--- config.mk ---
export PLATFORM = sky130hd
export DESIGN_NAME = icache_mem_sequencer_flat
export DESIGN_NICKNAME = d
export VERILOG_FILES = /design/src/rtl/icache_mem_sequencer_if.sv /design/src/rtl/icache_mem_sequencer.sv /design/src/flat_wrapper.sv
export SDC_FILE = /design/constraint.sdc
export NUM_CORES = 1
export LEC_CHECK = 0
export BUFFER_PORTS_ARGS = -buffer_cell sky130_fd_sc_hd__buf_2
export CORE_UTILIZATION = 28
export DETAILED_ROUTE_END_ITERATION = 10
export MAX_ROUTING_LAYER = met4
export PLACE_DENSITY = 0.89
export SLEW_MARGIN = 20
export SYNTH_ARGS = -nofsm -noshare
export SYNTH_HDL_FRONTEND = slang
export SYNTH_SLANG_ARGS = --single-unit
--- constraint.sdc ---
create_clock -name clk_i -period 1.6 [get_ports clk_i]
set_input_delay 0.08 -clock clk_i [delete_from_list [all_inputs] [get_ports clk_i]]
set_output_delay 0.08 -clock clk_i [all_outputs]
set_load 0.005 [all_outputs]
--- src/rtl/icache_mem_sequencer_if.sv ---
// ----------------------------------------------------------------------------
// icache_mem_sequencer_if
// Request/response bundle between the fetch/refill/flush requesters and the
// I-cache memory sequencer, plus the memory-side control bus it drives.
//   lookup_*   : fetch read request (valid/ready)
//   refill_*   : line-fill write request with the target set's valid bits
//   flush_i    : flush request pulse; flush_done_o completion pulse
//   busy_o     : sequencer not idle
//   tag_req_o/data_req_o/tag_we_o/data_we_o/flush_en_o/valid_bit_o/
//   addr_o/tag_o/victim_way_o : memory-side strobes, address and write data
// Modports: master = requester / memory side, slave = the sequencer.
// ----------------------------------------------------------------------------
interface icache_mem_sequencer_if #(
    parameter int N_WAY = 4,
    parameter int SET_W = 6,
    parameter int TAG_W = 20
);
    logic              lookup_valid_i;
    logic [SET_W-1:0]  lookup_set_i;
    logic              lookup_ready_o;

    logic              refill_valid_i;
    logic [SET_W-1:0]  refill_set_i;
    logic [TAG_W-1:0]  refill_tag_i;
    logic [N_WAY-1:0]  refill_vbits_i;
    logic              refill_ready_o;

    logic              flush_i;
    logic              flush_done_o;
    logic              busy_o;

    logic [N_WAY-1:0]  tag_req_o;
    logic [N_WAY-1:0]  data_req_o;
    logic              tag_we_o;
    logic              data_we_o;
    logic              flush_en_o;
    logic              valid_bit_o;
    logic [SET_W-1:0]  addr_o;
    logic [TAG_W-1:0]  tag_o;
    logic [N_WAY-1:0]  victim_way_o;

    modport slave (
        input  lookup_valid_i, lookup_set_i,
        input  refill_valid_i, refill_set_i, refill_tag_i, refill_vbits_i,
        input  flush_i,
        output lookup_ready_o, refill_ready_o, flush_done_o, busy_o,
        output tag_req_o, data_req_o, tag_we_o, data_we_o, flush_en_o,
        output valid_bit_o, addr_o, tag_o, victim_way_o
    );

    modport master (
        output lookup_valid_i, lookup_set_i,
        output refill_valid_i, refill_set_i, refill_tag_i, refill_vbits_i,
        output flush_i,
        input  lookup_ready_o, refill_ready_o, flush_done_o, busy_o,
        input  tag_req_o, data_req_o, tag_we_o, data_we_o, flush_en_o,
        input  valid_bit_o, addr_o, tag_o, victim_way_o
    );
endinterface

--- src/rtl/icache_mem_sequencer.sv ---
// ----------------------------------------------------------------------------
// icache_mem_sequencer
// Arbitrates fetch lookups, line refills and flushes onto the tag/data SRAM
// control bus of an N_WAY set-associative instruction cache.
// Ports:
//   clk_i  : clock, all state on the rising edge
//   rstn_i : asynchronous active-low reset
//   bus    : icache_mem_sequencer_if.slave (requests in, memory strobes out)
// Priority in IDLE: flush > refill > lookup; grants are combinational.
// Victim: lowest invalid way, otherwise the round-robin pointer rr_q.
// Build option ICACHE_FLUSH_SWEEP_EN:
//   defined   : flush walks every set, clearing tag valid bits one set per
//               cycle (FLUSH state, 2^SET_W cycles), for SRAMs with no clear
//   undefined : single-cycle bulk flush through flush_en_o
// ----------------------------------------------------------------------------
module icache_mem_sequencer #(
    parameter int N_WAY = 4,
    parameter int SET_W = 6,
    parameter int TAG_W = 20
) (
    input  logic                    clk_i,
    input  logic                    rstn_i,
    icache_mem_sequencer_if.slave   bus
);
    localparam int RR_W = (N_WAY > 1) ? $clog2(N_WAY) : 1;

    logic [RR_W-1:0]  rr_q, rr_d;
    logic [N_WAY-1:0] free_oh;
    logic [N_WAY-1:0] rr_oh;
    logic [N_WAY-1:0] victim;
    logic             free_found;
    logic             refill_gnt;
    logic             sweep_active;

    // Lowest-index invalid way; scanning downward lets the lowest index win.
    always_comb begin
        free_found = 1'b0;
        free_oh    = '0;
        for (int i = N_WAY - 1; i >= 0; i--) begin
            if (!bus.refill_vbits_i[i]) begin
                free_oh    = '0;
                free_oh[i] = 1'b1;
                free_found = 1'b1;
            end
        end
    end

    assign rr_oh  = N_WAY'(1) << rr_q;
    assign victim = free_found ? free_oh : rr_oh;

`ifdef ICACHE_FLUSH_SWEEP_EN
    typedef enum logic {S_IDLE = 1'b0, S_FLUSH = 1'b1} state_t;

    state_t           state_q;
    logic [SET_W-1:0] cnt_q;

    assign sweep_active = (state_q == S_FLUSH);

    // The request cycle itself only arms the sweep; the first set write
    // happens in the following cycle. Requests during the sweep are ignored.
    always_ff @(posedge clk_i or negedge rstn_i) begin
        if (!rstn_i) begin
            state_q <= S_IDLE;
            cnt_q   <= '0;
        end else begin
            case (state_q)
                S_IDLE: begin
                    if (bus.flush_i) begin
                        state_q <= S_FLUSH;
                        cnt_q   <= '0;
                    end
                end
                S_FLUSH: begin
                    cnt_q <= cnt_q + 1'b1;
                    if (cnt_q == '1) begin
                        state_q <= S_IDLE;
                    end
                end
                default: state_q <= S_IDLE;
            endcase
        end
    end
`else
    assign sweep_active = 1'b0;
`endif

    // Memory-side control. Everything is gated by rstn_i so that nothing is
    // granted or strobed while reset is held, even between clock edges.
    always_comb begin
        bus.lookup_ready_o = 1'b0;
        bus.refill_ready_o = 1'b0;
        bus.flush_done_o   = 1'b0;
        bus.busy_o         = 1'b0;
        bus.tag_req_o      = '0;
        bus.data_req_o     = '0;
        bus.tag_we_o       = 1'b0;
        bus.data_we_o      = 1'b0;
        bus.flush_en_o     = 1'b0;
        bus.valid_bit_o    = 1'b0;
        bus.addr_o         = SET_W'(0);
        bus.tag_o          = TAG_W'(0);
        bus.victim_way_o   = '0;
        refill_gnt         = 1'b0;

        if (rstn_i) begin
            if (sweep_active) begin
`ifdef ICACHE_FLUSH_SWEEP_EN
                bus.busy_o       = 1'b1;
                bus.tag_req_o    = '1;
                bus.tag_we_o     = 1'b1;
                bus.addr_o       = cnt_q;
                bus.flush_done_o = (cnt_q == '1);
`endif
            end else if (bus.flush_i) begin
`ifndef ICACHE_FLUSH_SWEEP_EN
                bus.flush_en_o   = 1'b1;
                bus.flush_done_o = 1'b1;
`endif
            end else if (bus.refill_valid_i) begin
                refill_gnt         = 1'b1;
                bus.refill_ready_o = 1'b1;
                bus.tag_req_o      = victim;
                bus.data_req_o     = victim;
                bus.victim_way_o   = victim;
                bus.tag_we_o       = 1'b1;
                bus.data_we_o      = 1'b1;
                bus.valid_bit_o    = 1'b1;
                bus.addr_o         = bus.refill_set_i;
                bus.tag_o          = bus.refill_tag_i;
            end else if (bus.lookup_valid_i) begin
                bus.lookup_ready_o = 1'b1;
                bus.tag_req_o      = '1;
                bus.data_req_o     = '1;
                bus.addr_o         = bus.lookup_set_i;
            end
        end
    end

    // Pointer only moves when it actually supplied the victim.
    always_comb begin
        rr_d = rr_q;
        if (refill_gnt && !free_found) begin
            rr_d = (rr_q == RR_W'(N_WAY - 1)) ? '0 : rr_q + 1'b1;
        end
    end

    always_ff @(posedge clk_i or negedge rstn_i) begin
        if (!rstn_i) begin
            rr_q <= '0;
        end else begin
            rr_q <= rr_d;
        end
    end
endmodule

--- src/flat_wrapper.sv ---
// flat-port wrapper written by rule: the top's interface ports become plain ports
module icache_mem_sequencer_flat 
#(
    parameter int N_WAY = 4,
    parameter int SET_W = 6,
    parameter int TAG_W = 20
)
  (clk_i, rstn_i, bus_lookup_valid_i, bus_lookup_set_i, bus_refill_valid_i, bus_refill_set_i, bus_refill_tag_i, bus_refill_vbits_i, bus_flush_i, bus_lookup_ready_o, bus_refill_ready_o, bus_flush_done_o, bus_busy_o, bus_tag_req_o, bus_data_req_o, bus_tag_we_o, bus_data_we_o, bus_flush_en_o, bus_valid_bit_o, bus_addr_o, bus_tag_o, bus_victim_way_o);
  icache_mem_sequencer_if #(.N_WAY(N_WAY), .SET_W(SET_W), .TAG_W(TAG_W)) bus_i ();
  input  logic clk_i;
  input  logic rstn_i;
  input wire logic [$bits(bus_i.lookup_valid_i)-1:0] bus_lookup_valid_i;
  input wire logic [$bits(bus_i.lookup_set_i)-1:0] bus_lookup_set_i;
  input wire logic [$bits(bus_i.refill_valid_i)-1:0] bus_refill_valid_i;
  input wire logic [$bits(bus_i.refill_set_i)-1:0] bus_refill_set_i;
  input wire logic [$bits(bus_i.refill_tag_i)-1:0] bus_refill_tag_i;
  input wire logic [$bits(bus_i.refill_vbits_i)-1:0] bus_refill_vbits_i;
  input wire logic [$bits(bus_i.flush_i)-1:0] bus_flush_i;
  output wire logic [$bits(bus_i.lookup_ready_o)-1:0] bus_lookup_ready_o;
  output wire logic [$bits(bus_i.refill_ready_o)-1:0] bus_refill_ready_o;
  output wire logic [$bits(bus_i.flush_done_o)-1:0] bus_flush_done_o;
  output wire logic [$bits(bus_i.busy_o)-1:0] bus_busy_o;
  output wire logic [$bits(bus_i.tag_req_o)-1:0] bus_tag_req_o;
  output wire logic [$bits(bus_i.data_req_o)-1:0] bus_data_req_o;
  output wire logic [$bits(bus_i.tag_we_o)-1:0] bus_tag_we_o;
  output wire logic [$bits(bus_i.data_we_o)-1:0] bus_data_we_o;
  output wire logic [$bits(bus_i.flush_en_o)-1:0] bus_flush_en_o;
  output wire logic [$bits(bus_i.valid_bit_o)-1:0] bus_valid_bit_o;
  output wire logic [$bits(bus_i.addr_o)-1:0] bus_addr_o;
  output wire logic [$bits(bus_i.tag_o)-1:0] bus_tag_o;
  output wire logic [$bits(bus_i.victim_way_o)-1:0] bus_victim_way_o;
  assign bus_i.lookup_valid_i = bus_lookup_valid_i;
  assign bus_i.lookup_set_i = bus_lookup_set_i;
  assign bus_i.refill_valid_i = bus_refill_valid_i;
  assign bus_i.refill_set_i = bus_refill_set_i;
  assign bus_i.refill_tag_i = bus_refill_tag_i;
  assign bus_i.refill_vbits_i = bus_refill_vbits_i;
  assign bus_i.flush_i = bus_flush_i;
  assign bus_lookup_ready_o = bus_i.lookup_ready_o;
  assign bus_refill_ready_o = bus_i.refill_ready_o;
  assign bus_flush_done_o = bus_i.flush_done_o;
  assign bus_busy_o = bus_i.busy_o;
  assign bus_tag_req_o = bus_i.tag_req_o;
  assign bus_data_req_o = bus_i.data_req_o;
  assign bus_tag_we_o = bus_i.tag_we_o;
  assign bus_data_we_o = bus_i.data_we_o;
  assign bus_flush_en_o = bus_i.flush_en_o;
  assign bus_valid_bit_o = bus_i.valid_bit_o;
  assign bus_addr_o = bus_i.addr_o;
  assign bus_tag_o = bus_i.tag_o;
  assign bus_victim_way_o = bus_i.victim_way_o;
  icache_mem_sequencer #(.N_WAY(N_WAY), .SET_W(SET_W), .TAG_W(TAG_W)) u_core (.clk_i(clk_i), .rstn_i(rstn_i), .bus(bus_i));
endmodule
==> flow_results.org, run 1 <==
** Worst setup path
- In this run the worst setup path terminates at bus_tag_req_o[0].
- The number of cells on the worst reg-to-reg path is 3.
- Maximum fanout count along the critical path :: 5
- The endpoint identified for the worst register-to-register timing path is u_core.rr_q[1].
- Start point of the critical path :: u_core.rr_q[0]
- STA puts the critical path data required time at 1.52 ns.
- Critical path arrival :: 1.44 ns
- Category of the critical setup timing path :: reg2out
- Kind of end point of the critical path :: primary output
- Largest stage delay, worst path :: 0.41 ns
- Setup slack on the worst reg-to-reg path comes out at 0.47 ns.
- Max stage delay cell, worst path :: sky130_fd_sc_hd__dfrtp_1
- Category of the worst setup path launch point :: flop
- Critical path cell sequence :: inv_2 -> ha_1 -> nand4_1 -> a21oi_2 -> or2_2 -> buf_2
- The startpoint identified for the worst register-to-register timing path is u_core.rr_q[0].

** Detailed routing
- In this run the top signal layer used is met3.
- Detailed Route WL :: 1970 µm
- For this run, design rule violations remaining after detail routing come to 0.
- Number of DRC markers after the initial detailed-route iteration :: 3
- Final antenna-violating net count :: 0
- Vias after detailed routing :: 761
- Routed length on met3 :: 158 µm
- After detailed routing, the average wire length per cell comes to 11.4 µm.
- Vias per cell :: 4.40
- After detailed routing, the met2 layer carries 1090 µm of wire.
- The first detailed-routing pass took 3 iterations.
- The detailed router put a total of 713 µm of wire on met1.

** Finish
- Of the cells placed in the final design, the portion with a size suffix greater than 1 is 71.6%.
- Largest register by flop count :: u_core.rr_q
- Biggest registers after layout :: u_core.rr_q: 2 flops
- Most common cell after layout, fill and taps aside :: sky130_fd_sc_hd__buf_2
- Relative to the synthesized area, the layout overhead comes to 73.1%.
- At the end of the flow, the number of nets in the layout was 195.
- In the layout the commonest cells are sky130_fd_sc_hd__buf_2 (85), sky130_fd_sc_hd__and2_1 (21), sky130_fd_sc_hd__a22o_2 (6).
- Cells fill 54.1% of the core in the end.
- The repair_antennas step left the layout with diodes totalling 0.
- The register with the most flip-flops in the layout has 2 of them.

** Die
- Height of the die :: 46.8 µm
- Starting density of the core :: 31.2%
- Die Width :: 46.8 µm
- The floorplan has 15 rows.
- Core outline area :: 0.00180 mm²
- The die covers 0.00219 mm².
- 87 I/O pins were placed.

** Placement
- HPWL Detailed :: 1680 µm
- Routability-driven placement finished with a final weighted congestion of 0.786.
- In this run the tool buffered the top-level ports with 85 buffer cells.

** CTS
- CTS tree :: built
- Clock transition at path regs :: 0.03 ns
- In this run the post-CTS setup repair buffer count came out at 0.
- Clock Sinks :: 2
- Clock H-tree levels :: 1
- The number of clock buffers added by TritonCTS is 3.
- CTS Root Cell :: sky130_fd_sc_hd__clkbuf_4
- Counting along the longest clock path gives a buffer depth of 2.
- The clock reaches the later pin of the worst-skew pair after 0.22 ns.

** Min path
- Worst min path class :: in2async

** GRT
- Initial antenna violation count :: 0
- Maximum number of pins on one net before global-route repair :: 31
- Wire length of the first global-routing pass :: 2410 µm
- Total congestion overflow after global routing :: 0
- Vias in the first global route :: 642
- Overall fraction of global-route tracks in use :: 15.8%

** Synth
- Share of the yosys chip area belonging to registers :: 8.89%
- Synth top area cells :: sky130_fd_sc_hd__and2_1 (23%), sky130_fd_sc_hd__buf_4 (12%), sky130_fd_sc_hd__a22o_2 (11%)
- Summing the areas of all fa, ha and maj instances in the mapped netlist gives 8.89% of the synthesized area.
- Post-synthesis register bit count :: 2
- The Yosys step of the flow raised 0 warnings.
- In this run the mean area of a mapped cell was 7.93 µm².
- The synthesized design spends more area on one cell type than any other, namely sky130_fd_sc_hd__and2_1.
- After Yosys synthesis, and, or, nand and nor cells account for 42.9% of the synthesized area.
- Share of the synthesized area in compound gates (AO/OA/AOI/OAI) :: 15.8%
- Of the post-synthesis cell area, the part taken by muxes is 4.00%.
- After Yosys synthesis, XOR and XNOR cells account for 0% of the synthesized area.
- When the netlist entered floorplanning its net count stood at 116.
- Main combinational cell family by area after synthesis :: simple AND/OR/NAND/NOR gates
- Distinct cell type count of the synthesized netlist :: 26
- After technology mapping, the gate count stands at 71.
- The top cell type by area accounts for 23.3% of the synthesized area.
- Post-synthesis instance area :: 563 µm²

** Pwr
- Leakage power figure :: 0.655 nW
- Max IR drop VDD :: 0.367 mV
- Power spread over the standard cell area amounts to 362 mW/mm².

** STA
- On the final layout, the worst clock skew is 0.00453 ns.
- The smallest clock period supported by the final layout is computed as 1.52 ns.
- The number of hold violations in the final report was 0.
- Total negative setup slack :: 0 ns
- The worst path uses 95.1% of the clock period.
- Final setup vio count :: 0
- The number of pins exceeding their max-slew limit in the final report is 0.
- For this run, the top clock speed supported by timing is 657 MHz.
- Setup repair after global routing left no endpoint under its margin.

** Status
- The flow ran to the end, and the final reports show no timing, DRC or antenna violations.

** Run
- The tool flagged a number of max-cap violations equal to 0.
[critical path: cells and delay by family, from the launching register on]
kind / cells / cell delay, ns
DFF: 1 / 0.41
buffers and inverters: 2 / 0.19
AOI/OAI and AO/OA: 1 / 0.07
adders and majority gates: 1 / 0.19
and+or+nand+nor: 2 / 0.36
[power by group]
group | switching [W] | internal, W | total (W)
combinational | 0.0000780 | 0.0000956 | 0.000174
clock | 0.0000283 | 0.0000827 | 0.000111
sequential | 0.00000957 | 0.0000586 | 0.0000682
total | 0.000116 | 0.000237 | 0.000353
[stage by stage]
stage                     power [W]  instances  worst slack (ns)  area (µm²)  hold WS [ns]
final                      0.000353        173            0.0777         975         0.239
after global routing       0.000382        173           0.00624         975         0.259
after CTS                  0.000357        173            0.0315         961         0.234
after detailed placement   0.000237        169             0.278         928        -0.101
after global placement     0.000228        169             0.329         928        -0.106
after floorplan            0.000152         71             0.282         563        -0.216
[logic make-up after synthesis]
family	count (synthesis)
buffers and inverters	16
AND/OR/NAND/NOR	36
adder cells (fa/ha/maj)	4
other	1
multiplexers	2
AO/OA/AOI/OAI	10
flip-flops	2
[layer usage]
layer | vias up | track usage, %
li1 | 383 | -
met1 | 335 | 14.1
met2 | 43 | 33.3
met3 | 0 | 0.385
met4 | 0 | 6.86
met5 | - | -
[synth_stat cells (all sizes together)]
cell,instances
and3,1
ha,4
nand3b,1
a22o,6
mux2,2
a31o,1
nor3,1
conb,1
nand3,1
clkbuf,2
nand4,1
nor2,2
or2,3
buf,10
a211oi,2
and2,21
a21oi,1
nand2,3
dfrtp,2
inv,4
nand2b,1
and4bb,1
[repair_timing]
item / 4_1_cts / 5_1_grt
setup endpoints to repair: 0 / 6
endpoints found under the hold margin: 2 / 0
hold buffers: 1 / 0
gates resized for setup: 0 / 4
[cell type report]
| type | instances | area [µm²] |
|---|---|---|
| clock buffer | 3 | 22.5 |
| inverter | 4 | 15.0 |
| fill | 173 | 827 |
| timing repair buffer | 86 | 435 |
| multi-input combinational | 53 | 420 |
| tap | 25 | 31.3 |
| sequential | 2 | 50.0 |
[worst min-delay path by stage]
| stage | end | depth (start not counted) | slack (ns) |
|---|---|---|---|
| 2_1_floorplan | u_core.rr_q[0] | 0 | -0.22 |
| 3_3_place_gp | u_core.rr_q[1] | 1 | -0.11 |
| 3_5_place_dp | u_core.rr_q[1] | 1 | -0.10 |
| 4_1_cts | u_core.rr_q[1] | 2 | 0.23 |
| 5_1_grt | u_core.rr_q[1] | 2 | 0.26 |
| 6_report | u_core.rr_q[1] | 2 | 0.24 |
Note: power is estimated with default switching activity, not from simulation.
==> run 2: changes to the inputs <==
--- a/config.mk
+++ b/config.mk
@@ -10,6 +10,7 @@
 export DETAILED_ROUTE_END_ITERATION = 10
 export MAX_ROUTING_LAYER = met4
 export PLACE_DENSITY = 0.89
+export SETUP_SLACK_MARGIN = 0.1
 export SLEW_MARGIN = 20
 export SYNTH_ARGS = -nofsm -noshare
 export SYNTH_HDL_FRONTEND = slang
==> run 2 against run 1 <==
Maximum frequency is 2.8% higher. Worst setup slack better by 0.042 ns. Die area stayed put. Register-to-register slack hardly changed. Clock skew hardly changed. Flip-flop and latch count stayed put. Critical path type unchanged. Largest power group unchanged.
==> flow_results.org, run 2 (synthesis gave the netlist of run 1 again) <==
** Finish
- Highest-count cells in the layout ignoring fill and taps: sky130_fd_sc_hd__buf_2 (84), sky130_fd_sc_hd__and2_1 (21), sky130_fd_sc_hd__a22o_2 (6) (was sky130_fd_sc_hd__buf_2 (85), sky130_fd_sc_hd__and2_1 (21), sky130_fd_sc_hd__a22o_2 (6)).
- Filler cells :: 166 (was 173)
- Max reg flops :: 2 (unchanged)
- The area growth from synthesis to final layout was 85.3% (was 73.1%).
- Biggest registers after layout: u_core.rr_q: 2 flops (unchanged).
- Most common cell after layout, fill and taps aside :: sky130_fd_sc_hd__buf_2 (unchanged)
- Largest register by flop count :: u_core.rr_q (unchanged)
- Final net count :: 198 (was 195)
- Share of layout cells above drive strength 1 :: 77.5% (was 71.6%)
- The post-route core utilization came to 57.9% (was 54.1%).
- The antenna diode count was 0 (unchanged).

** GRT
- The overall global routing resource usage came to 16.4% (was 15.8%).
- Vias in the first global route :: 654 (was 642)
- Maximum number of pins on one net before global-route repair :: 31 (unchanged)
- The initial antenna violation count is 0 (unchanged).
- The wire length of the first global-routing pass came to 2500 µm (was 2410 µm).
- Total congestion overflow after global routing :: 0 (unchanged)

** CTS
- The number of buffers on the longest clock path came to 2 (unchanged).
- CTS Root Cell :: sky130_fd_sc_hd__clkbuf_4 (unchanged)
- Clock H-tree levels :: 1 (unchanged)
- Clock Sinks :: 2 (unchanged)
- Clock transition at path regs :: 0.03 ns (about the same)
- The clock latency on the worst-skew pair was 0.22 ns (about the same).
- The number of clock buffers inserted by TritonCTS is 3 (unchanged).
- CTS tree :: built (unchanged)

** Pwr
- Switching power total :: 0.000131 W (was 0.000116 W)
- Leakage power figure :: 0.667 nW (was 0.655 nW)
- The largest vdd supply drop was 0.390 mV (was 0.367 mV).
- Combinational power share :: 52.7% (was 49.2%)
- The sequential fraction of design power came to 18.7% (was 19.3%).
- The internal power of the cells was 0.000257 W (was 0.000237 W).
- Part of the power in the clock network :: 28.7% (was 31.5%)
- Switching share of total power :: 33.8% (was 32.8%)
- The power per cell area is 371 mW/mm² (was 362 mW/mm²).

** Detailed routing
- The DRC violation count after routing is 0 (unchanged).
- Length of the first detailed-routing pass in iterations :: 3 (unchanged)
- The average wire per standard cell was 11.7 µm (was 11.4 µm).
- Vias after detailed routing :: 780 (was 761)
- The total wire length is 2070 µm (was 1970 µm).
- Vias per cell :: 4.43 (was 4.40)
- Number of DRC markers after the initial detailed-route iteration :: 4 (was 3)
- The number of nets still failing antenna checks after routing came to 0 (unchanged).

** STA
- Final Hold Violating Endpoints :: 0 (unchanged)
- The fmax is 676 MHz (was 657 MHz).
- The final critical delay including setup and external delays is 1.48 ns (was 1.52 ns).
- The summed negative setup slack over all endpoints was 0 ns (unchanged).
- Final setup vio count :: 0 (unchanged)
- Worst clock skew on the final layout :: 0.00471 ns (was 0.00453 ns)
- The number of pins exceeding their max-slew limit in the final report is 0 (unchanged).
- The final period utilization is 92.5% (was 95.1%).
- Setup repair after global routing missed its margin: true (was false).

** Die
- Die Width :: 46.8 µm (unchanged)
- Starting density of the core :: 31.2% (unchanged)
- The area of the die came to 0.00219 mm² (unchanged).
- Core outline area :: 0.00180 mm² (unchanged)
- The die outline height came to 46.8 µm (unchanged).
- The I/O pin count was 87 (unchanged).
- Placement row count :: 15 (unchanged)

** Worst setup path
- The data arrival time at the worst-slack endpoint is 1.40 ns (was 1.44 ns).
- Required time at the worst-slack endpoint :: 1.52 ns (about the same)
- The category of the worst setup path launch point is a flop (unchanged).
- Count of cells along the worst register-to-register path :: 3 (unchanged)
- Maximum fanout count along the critical path :: 4 (was 5)
- Category of the critical setup timing path :: reg2out (unchanged)
- Kind of end point of the critical path :: primary output (unchanged)

** Status
- Outcome: finished clean (unchanged).

** Placement
- HPWL Detailed :: 1680 µm (unchanged)
- Final estimated routing congestion in global placement :: 0.786 (unchanged)
- The number of input and output port buffers inserted came to 85 (unchanged).

** Run
- Max-cap viol count :: 0 (unchanged)

** Min path
- The kind of path behind the tightest hold check is in2async (unchanged).
-- run 2: worst max-delay path, cell delays in order (launching register included) --
cell,delay (ns)
sky130_fd_sc_hd__dfrtp_2,0.41
sky130_fd_sc_hd__buf_4,0.15
sky130_fd_sc_hd__ha_4,0.15
sky130_fd_sc_hd__nand2_2,0.06
sky130_fd_sc_hd__a211oi_2,0.06
sky130_fd_sc_hd__or2_1,0.21
sky130_fd_sc_hd__buf_2,0.13
-- run 2: power by group through the flow --
| stage | sequential [W] | clock, W | combinational, W |
|---|---|---|---|
| 2_1_floorplan | 0.0000664 | 0 | 0.0000860 |
| 3_3_place_gp | 0.0000669 | 0 | 0.000161 |
| 3_5_place_dp | 0.0000681 | 0 | 0.000169 |
| 4_1_cts | 0.0000674 | 0.000118 | 0.000185 |
| 5_1_grt | 0.0000735 | 0.000117 | 0.000227 |
| 6_report | 0.0000724 | 0.000111 | 0.000204 |
-- run 2: layer usage --
layer | vias up | GRT usage, % | share of wire (%)
li1 | 387 | - | -
met1 | 346 | 14.7 | 35
met2 | 45 | 35.0 | 56
met3 | 2 | 0.385 | 7.9
met4 | 0 | 6.29 | 0.73
met5 | - | - | 0
-- run 2: timing repair --
item,CTS,global route
pin swaps,1,7
hold buffers,1,0
setup endpoints to repair,6,8
setup buffers,1,2
resized for setup,5,11
endpoints found under the hold margin,2,0
-- run 2: worst paths after layout --
path | end | slack, ns | start
min reg2reg | u_core.rr_q[1] | 0.56 | u_core.rr_q[1]
min | u_core.rr_q[1] | 0.24 | rstn_i
min in group clk_i | u_core.rr_q[1] | 0.39 | bus_refill_vbits_i[3]
max in group asynchronous | u_core.rr_q[0] | 1.22 | rstn_i
max | bus_data_req_o[2] | 0.12 | u_core.rr_q[1]
max reg2reg | u_core.rr_q[1] | 0.46 | u_core.rr_q[0]
-- run 2: per-stage QoR --
stage                     area, µm²  hold WS, ns  setup WS (ns)  cells  total power, W
after global placement          928       -0.106          0.329    169        0.000228
after floorplan                 563       -0.216          0.282     71        0.000152
after detailed placement        928       -0.101          0.278    169        0.000237
after global routing           1040        0.259         0.0552    176        0.000418
final                          1040        0.239          0.120    176        0.000388
after CTS                       987        0.234          0.104    174        0.000370
-- run 2: cell type report --
cell class                      count  area, µm²  share of cell area, %
Clock buffer                        3       22.5                   2.16
Multi-Input combinational cell     53        458                   43.9
Timing Repair Buffer               89        464                   44.5
Sequential cell                     2       52.6                   5.04
Tap cell                           25       31.3                   3.00
Inverter                            4       15.0                   1.44
